$ cat src/rtl/dm_bus_pkg.sv
// Shared definitions for the data-memory bus responder: FSM encoding,
// default register addresses and the address-decode result.
package dm_bus_pkg;

   localparam logic [1:0] IDLE = 2'd0;
   localparam logic [1:0] WAIT = 2'd1;
   localparam logic [1:0] RESP = 2'd2;

   localparam logic [31:0] DEF_LED_ADDR = 32'h0000_1000;
   localparam logic [31:0] DEF_SW_ADDR  = 32'h0000_1004;

   typedef enum logic [1:0] {
      DEC_RAM = 2'd0,
      DEC_LED = 2'd1,
      DEC_SW  = 2'd2,
      DEC_ERR = 2'd3
   } dec_e;

   // Misalignment takes priority over every target.
   function automatic dec_e decode_addr(input logic [31:0] addr,
                                        input int unsigned  ram_aw,
                                        input logic [31:0] led_addr,
                                        input logic [31:0] sw_addr);
      dec_e d;
      if (addr[1:0] != 2'b00)              d = DEC_ERR;
      else if (addr < (32'd4 << ram_aw))   d = DEC_RAM;
      else if (addr == led_addr)           d = DEC_LED;
      else if (addr == sw_addr)            d = DEC_SW;
      else                                 d = DEC_ERR;
      return d;
   endfunction

endpackage

$ cat src/rtl/dm_bus_responder_if.sv
// Load/store request bus between the CPU core (master) and the
// data-memory responder (slave).
interface dm_bus_responder_if;
   logic        req;
   logic        we;
   logic [31:0] addr;
   logic [31:0] wdata;
   logic [3:0]  be;
   logic        ack;
   logic [31:0] rdata;
   logic        err;

   modport master (output req, we, addr, wdata, be, input ack, rdata, err);
   modport slave  (input req, we, addr, wdata, be, output ack, rdata, err);
endinterface

$ cat src/rtl/dm_word_ram.sv
// Word RAM with synchronous lane-masked write and combinational read.
module dm_word_ram #(
   parameter int AW = 6
) (
   input  logic          clk,
   input  logic          we,
   input  logic [AW-1:0] addr,
   input  logic [31:0]   wdata,
   input  logic [3:0]    lane_mask,
   output logic [31:0]   rdata
);

   // NOTE: the array has no reset; clearing a memory would need a per-word
   // reset network and turns the RAM into flops.
   logic [31:0] mem [2**AW];

   // NOTE: non-blocking assignment for all clocked state so every flop
   // samples pre-edge values regardless of block ordering.
   always_ff @(posedge clk) begin
      if (we) begin
         for (int i = 0; i < 4; i++) begin
            if (lane_mask[i]) mem[addr][8*i +: 8] <= wdata[8*i +: 8];
         end
      end
   end

   assign rdata = mem[addr];

endmodule

$ cat src/rtl/dm_bus_responder.sv
// Data-memory bus responder: word RAM, LED register, switch register.
// Optional macro DM_BYTE_LANE_EN honours byte enables; otherwise every write is a full word.
module dm_bus_responder
   import dm_bus_pkg::*;
#(
   parameter int          RAM_AW      = 6,
   parameter int          WAIT_CYCLES = 1,
   parameter logic [31:0] LED_ADDR    = DEF_LED_ADDR,
   parameter logic [31:0] SW_ADDR     = DEF_SW_ADDR
) (
   input  logic                      clk,
   input  logic                      rst_n,
   dm_bus_responder_if.slave         bus,
   input  logic [2:0]                sw_in,
   output logic [31:0]               led_data
);

   logic [1:0]  state;
   logic [3:0]  wait_cnt;
   logic        cap_we;
   logic [31:0] cap_addr;
   logic [31:0] cap_wdata;
   logic [3:0]  lane_mask;
   logic [31:0] ram_rdata;
   logic        resp;
   logic        commit;
   dec_e        dec;

   assign dec    = decode_addr(cap_addr, RAM_AW, LED_ADDR, SW_ADDR);
   assign resp   = (state == RESP);
   assign commit = resp && cap_we;

`ifdef DM_BYTE_LANE_EN
   logic [3:0] cap_be;

   always_ff @(posedge clk or negedge rst_n) begin
      if (!rst_n)                          cap_be <= '0;
      else if (state == IDLE && bus.req)   cap_be <= bus.be;
   end

   assign lane_mask = cap_be;
`else
   assign lane_mask = 4'hF;
`endif

   // The request is captured once in IDLE; later field changes are ignored.
   always_ff @(posedge clk or negedge rst_n) begin
      if (!rst_n) begin
         state     <= IDLE;
         wait_cnt  <= '0;
         cap_we    <= 1'b0;
         cap_addr  <= '0;
         cap_wdata <= '0;
      end else begin
         case (state)
            IDLE: begin
               if (bus.req) begin
                  cap_we    <= bus.we;
                  cap_addr  <= bus.addr;
                  cap_wdata <= bus.wdata;
                  if (WAIT_CYCLES > 0) begin
                     state    <= WAIT;
                     wait_cnt <= 4'(WAIT_CYCLES - 1);
                  end else begin
                     state <= RESP;
                  end
               end
            end
            WAIT: begin
               if (wait_cnt == 4'd0) state    <= RESP;
               else                  wait_cnt <= wait_cnt - 4'd1;
            end
            RESP:    state <= IDLE;
            default: state <= IDLE;
         endcase
      end
   end

   always_ff @(posedge clk or negedge rst_n) begin
      if (!rst_n) begin
         led_data <= '0;
      end else if (commit && dec == DEC_LED) begin
         for (int i = 0; i < 4; i++) begin
            if (lane_mask[i]) led_data[8*i +: 8] <= cap_wdata[8*i +: 8];
         end
      end
   end

   dm_word_ram #(.AW(RAM_AW)) u_ram (
      .clk       (clk),
      .we        (commit && dec == DEC_RAM),
      .addr      (cap_addr[RAM_AW+1:2]),
      .wdata     (cap_wdata),
      .lane_mask (lane_mask),
      .rdata     (ram_rdata)
   );

   assign bus.ack = resp;

   // NOTE: default every output first so no path through the case infers a latch.
   always_comb begin
      bus.rdata = '0;
      bus.err   = 1'b0;
      if (resp) begin
         case (dec)
            DEC_RAM: bus.rdata = cap_we ? 32'h0 : ram_rdata;
            DEC_LED: bus.rdata = cap_we ? 32'h0 : led_data;
            DEC_SW:  bus.rdata = cap_we ? 32'h0 : {29'b0, sw_in};
            default: bus.err   = 1'b1;
         endcase
      end
   end

endmodule

$ cat src/flat_wrapper.sv
// flat-port wrapper written by rule: the top's interface ports become plain ports
module dm_bus_responder_flat import dm_bus_pkg::*;
#(
   parameter int          RAM_AW      = 6,
   parameter int          WAIT_CYCLES = 1,
   parameter logic [31:0] LED_ADDR    = DEF_LED_ADDR,
   parameter logic [31:0] SW_ADDR     = DEF_SW_ADDR
)
  (clk, rst_n, sw_in, led_data, bus_req, bus_we, bus_addr, bus_wdata, bus_be, bus_ack, bus_rdata, bus_err);
  dm_bus_responder_if bus_i ();
  input  logic clk;
  input  logic rst_n;
  input  logic [2:0] sw_in;
  output logic [31:0] led_data;
  input wire logic [$bits(bus_i.req)-1:0] bus_req;
  input wire logic [$bits(bus_i.we)-1:0] bus_we;
  input wire logic [$bits(bus_i.addr)-1:0] bus_addr;
  input wire logic [$bits(bus_i.wdata)-1:0] bus_wdata;
  input wire logic [$bits(bus_i.be)-1:0] bus_be;
  output wire logic [$bits(bus_i.ack)-1:0] bus_ack;
  output wire logic [$bits(bus_i.rdata)-1:0] bus_rdata;
  output wire logic [$bits(bus_i.err)-1:0] bus_err;
  assign bus_i.req = bus_req;
  assign bus_i.we = bus_we;
  assign bus_i.addr = bus_addr;
  assign bus_i.wdata = bus_wdata;
  assign bus_i.be = bus_be;
  assign bus_ack = bus_i.ack;
  assign bus_rdata = bus_i.rdata;
  assign bus_err = bus_i.err;
  dm_bus_responder #(.RAM_AW(RAM_AW), .WAIT_CYCLES(WAIT_CYCLES), .LED_ADDR(LED_ADDR), .SW_ADDR(SW_ADDR)) u_core (.clk(clk), .rst_n(rst_n), .bus(bus_i), .sw_in(sw_in), .led_data(led_data));
endmodule
$ cat config.mk
export PLATFORM = sky130hd
export DESIGN_NAME = dm_bus_responder_flat
export DESIGN_NICKNAME = d
export VERILOG_FILES = /design/src/rtl/dm_bus_pkg.sv /design/src/rtl/dm_bus_responder_if.sv /design/src/rtl/dm_word_ram.sv /design/src/rtl/dm_bus_responder.sv /design/src/flat_wrapper.sv
export SDC_FILE = /design/constraint.sdc
export NUM_CORES = 2
export LEC_CHECK = 0
export BUFFER_PORTS_ARGS = -buffer_cell sky130_fd_sc_hd__buf_2
export CAP_MARGIN = 10
export CORE_UTILIZATION = 54
export DETAILED_ROUTE_END_ITERATION = 7
export PLACE_DENSITY = 0.71
export SLEW_MARGIN = 20
export SYNTH_ARGS = -nofsm -noshare
export SYNTH_HDL_FRONTEND = slang
export SYNTH_SLANG_ARGS = --single-unit
$ cat constraint.sdc
create_clock -name clk -period 4.9 [get_ports clk]
set_input_delay 0.245 -clock clk [delete_from_list [all_inputs] [get_ports clk]]
set_output_delay 0.245 -clock clk [all_outputs]
set_load 0.01 [all_outputs]
==> flow_metrics.py <==
metrics = {
    "sta": {
        "rsz0062_at_grt": "false",
        "drv_slew": 0,
        "hold_viol": 0,
        "finClkSkew_ns": 0.0492,
        "setup_tns_ns": 0,
        "maxSlewHeadroom_pct": 23.0,
        "setup_viol_count_final": 0,
        "max_freq_mhz": 206,
        "period_needed_ns": 4.85,
        "tightest_slew_ns": 1.16,
        "period_share_pct": 98.9,
    },
    "floorplanning": {
        "die_y_um": 393,
        "io_pins": 141,
        "core_area_um2": 152000,
        "dieWidth_um": 393,
        "rows": 143,
        "initial_core_util_pct": 54.4,
        "die_area_um2": 154000,
    },
    "clock_network": {
        "cts_buffers": 205,
        "clockBufferDepth": 3,
        "cts_tree": "built",
        "clkLatencyLatePin_ns": 0.86,
        "path_clk_slew_ns": 0.06,
        "clockRootBuffer": "clkbuf_16",
        "clock-sinks": 2151,
        "h-tree-depth": 4,
    },
    "detailed_routing": {
        "vias": 43283,
        "wl_per_cell_um": 34.0,
        "drtIter0Drc": 6020,
        "final_antenna_net_count": 0,
        "drc": 0,
        "first_pass_iters": 6,
        "viasPerCell": 6.60,
        "drt_wl_total_mm": 223,
    },
    "synthesis": {
        "synth-edff-count": 2048,
        "ys_seq_area_share_pct": 77.6,
        "synth_ff_type": "edfxtp_1",
        "postSynthAreaPerCell_um2": 21.2,
        "synth-seq-cells": 2151,
        "synthCells": 3900,
        "async_reset_ff_share_pct": 4.79,
        "synth_cell_types": 60,
        "synth_area_um2": 82600,
        "syn_nets": 3977,
        "yosysWarnings": 0,
    },
    "setup_path": {
        "worstPathArrival_ns": 4.60,
        "worstRegToRegCells": 9,
        "crit_path_start_kind": "flip-flop",
        "reg2reg_slack_ns": 0.71,
        "required_ns": 4.66,
        "cp_max_fo": 29,
        "endpoint": "bus_rdata[17]",
        "crit_path_start": "u_core.cap_addr[3]",
        "path_class": "flip-flop to output port",
        "r2r-end": "u_core.u_ram.mem[52][2]",
        "rr_startpoint": "u_core.cap_addr[16]",
        "cp-end-kind": "output port",
    },
    "power_and_ir_drop": {
        "powerDensity_nw_per_um2": 580,
        "peakVddDrop_uv": 470,
        "p_leak_nw": 31.2,
    },
    "placement": {
        "place_hpwl_mm": 135,
        "gp_congestion": 0.851,
        "numPortBuffers": 136,
    },
    "job": {
        "drv_cap": 0,
    },
    "cells_and_area": {
        "area_growth_pct": 15.2,
        "final_cell_mix": "edfxtp_1 (2048), mux4_2 (390), mux2i_1 (318)",
        "post-route-util_pct": 62.6,
        "nFillCells": 10143,
        "post_route_cells_drive_above_1_share_pct": 28.5,
        "nNetsFinal": 4430,
        "final_common_cell": "edfxtp_1",
    },
    "outcome": {
        "status": "finished, final reports clean",
    },
    "grt": {
        "grt_pass1_wl_mm": 311,
        "overflow": 0,
        "antenna_found_initial": 9,
        "grt_pass1_vias": 41973,
        "grtUsageTotal_pct": 29.2,
        "grt_start_max_net_pins": 72,
    },
    "hold_path": {
        "hold_path_class": "input pin to async pin",
    },
}
[through the flow]
| step | power (mW) | cell area [um^2] | hold WS (ns) | setup slack, ns | instances |
|---|---|---|---|---|---|
| global route | 56.6 | 95100 | 0.0697 | 0.0194 | 6557 |
| detailed placement | 39.7 | 87800 | 0.344 | 0.714 | 6108 |
| floorplan | 33.5 | 82600 | -0.0506 | 0.917 | 3900 |
| CTS | 55.2 | 95100 | 0.0103 | 0.0417 | 6557 |
| finish | 55.2 | 95100 | 0.0476 | 0.0532 | 6559 |
| global placement | 39.4 | 87800 | 0.332 | 0.753 | 6108 |
[worst min path at each step]
| stage | slack [ns] | endpoint | cells past startpoint | startpoint |
|---|---|---|---|---|
| 6_report | 0.05 | u_core.wait_cnt[2] | 2 | rst_n |
| 5_1_grt | 0.07 | u_core.wait_cnt[3] | 2 | rst_n |
| 4_1_cts | 0.01 | u_core.wait_cnt[0] | 2 | rst_n |
| 3_3_place_gp | 0.33 | u_core.cap_addr[14] | 1 | rst_n |
| 3_5_place_dp | 0.34 | u_core.cap_addr[27] | 1 | rst_n |
| 2_1_floorplan | -0.05 | u_core.cap_addr[0] | 0 | rst_n |
[kinds of logic (layout without fill, tap and decap cells)]
group,count (synthesis),after routing,share of synthesized area [%]
xor gates and xnor gates,2,2,0.0212
and+or+nand+nor,316,316,1.84
muxes,820,820,16.0
adders and majority gates,2,2,0.0303
DFF,2151,2151,77.6
AOI/OAI and AO/OA,393,393,3.23
other,0,2,0
buffers and inverters,216,843,1.25
[what timing repair did]
item,CTS,global route
hold buffers,67,0
endpoints found under the setup margin,2,1
setup buffers,1,0
resized for setup,0,1
hold endpoints to repair,133,0
[report_power, final]
part | switching (mW) | internal [mW]
registers | 1.94 | 23.1
clock network | 6.72 | 8.89
logic | 8.79 | 5.68
[routing by layer]
layer | routed length, um | vias to the layer above | GRT usage [%]
met1 | 84300 | 22664 | 41.4
met4 | 9980 | 8 | 12.6
met2 | 104000 | 2928 | 44.3
met3 | 24600 | 417 | 5.99
li1 | - | 17266 | -
met5 | 51 | - | 0
[layout make-up]
class	instances	area (um^2)	share of cell area [%]
Sequential cell	2151	64200	67.4
Multi-Input combinational cell	1533	18000	18.9
Clock buffer	290	5690	5.99
Timing Repair Buffer	454	3790	3.98
Tap cell	2030	2540	2.67
Clock inverter	91	923	0.971
Inverter	8	30.0	0.0316
Antenna cell	2	5.00	0.00526
[registers in the layout, summed over array words and instances (netlist names)]
signal / flops
u_core.cap_wdata: 32
u_core.cap_we: 1
u_core.u_ram.mem: 2048
u_core.led_data: 32
u_core.cap_addr: 32
u_core.state: 2
u_core.wait_cnt: 4
[cell usage after synthesis (3+ instances only)]
cell type,n,area (um^2)
a211oi_1,4,30.0
a22oi_1,151,1130
or3_1,4,25.0
o21bai_1,3,22.5
a21boi_0,7,52.6
and4_1,4,35.0
and3_1,9,56.3
nand3_1,40,200
a21oi_1,35,175
o22ai_1,86,538
o31ai_1,6,45.0
nor2_1,103,387
mux2i_1,318,3180
dfrtp_1,103,2580
or2_2,4,25.0
nand2b_1,11,68.8
nor3_1,24,120
nor2b_1,5,31.3
o22a_1,10,87.6
buf_4,36,270
nor4_1,8,50.1
o211ai_1,11,82.6
a31oi_1,5,31.3
o21ai_0,50,250
inv_1,8,30.0
buf_1,28,105
o2111ai_1,6,52.6
nand4_1,15,93.8
clkbuf_1,77,289
mux2_2,112,1260
mux4_2,390,8780
nand2_1,69,259
a221oi_1,8,70.1
buf_2,65,325
nand4b_1,3,26.3
edfxtp_1,2048,61500
and2_1,6,37.5
[critical path: stages (launching register included)]
cell     delay [ns]
dfrtp_4        0.95
buf_4          0.51
mux4_2         0.38
mux4_2         0.48
o22ai_1        0.39
nor3_1         0.14
o21ai_0        0.52
a21oi_1        0.14
buf_2          0.17
No activity file was read; power rests on OpenSTA's default activity.
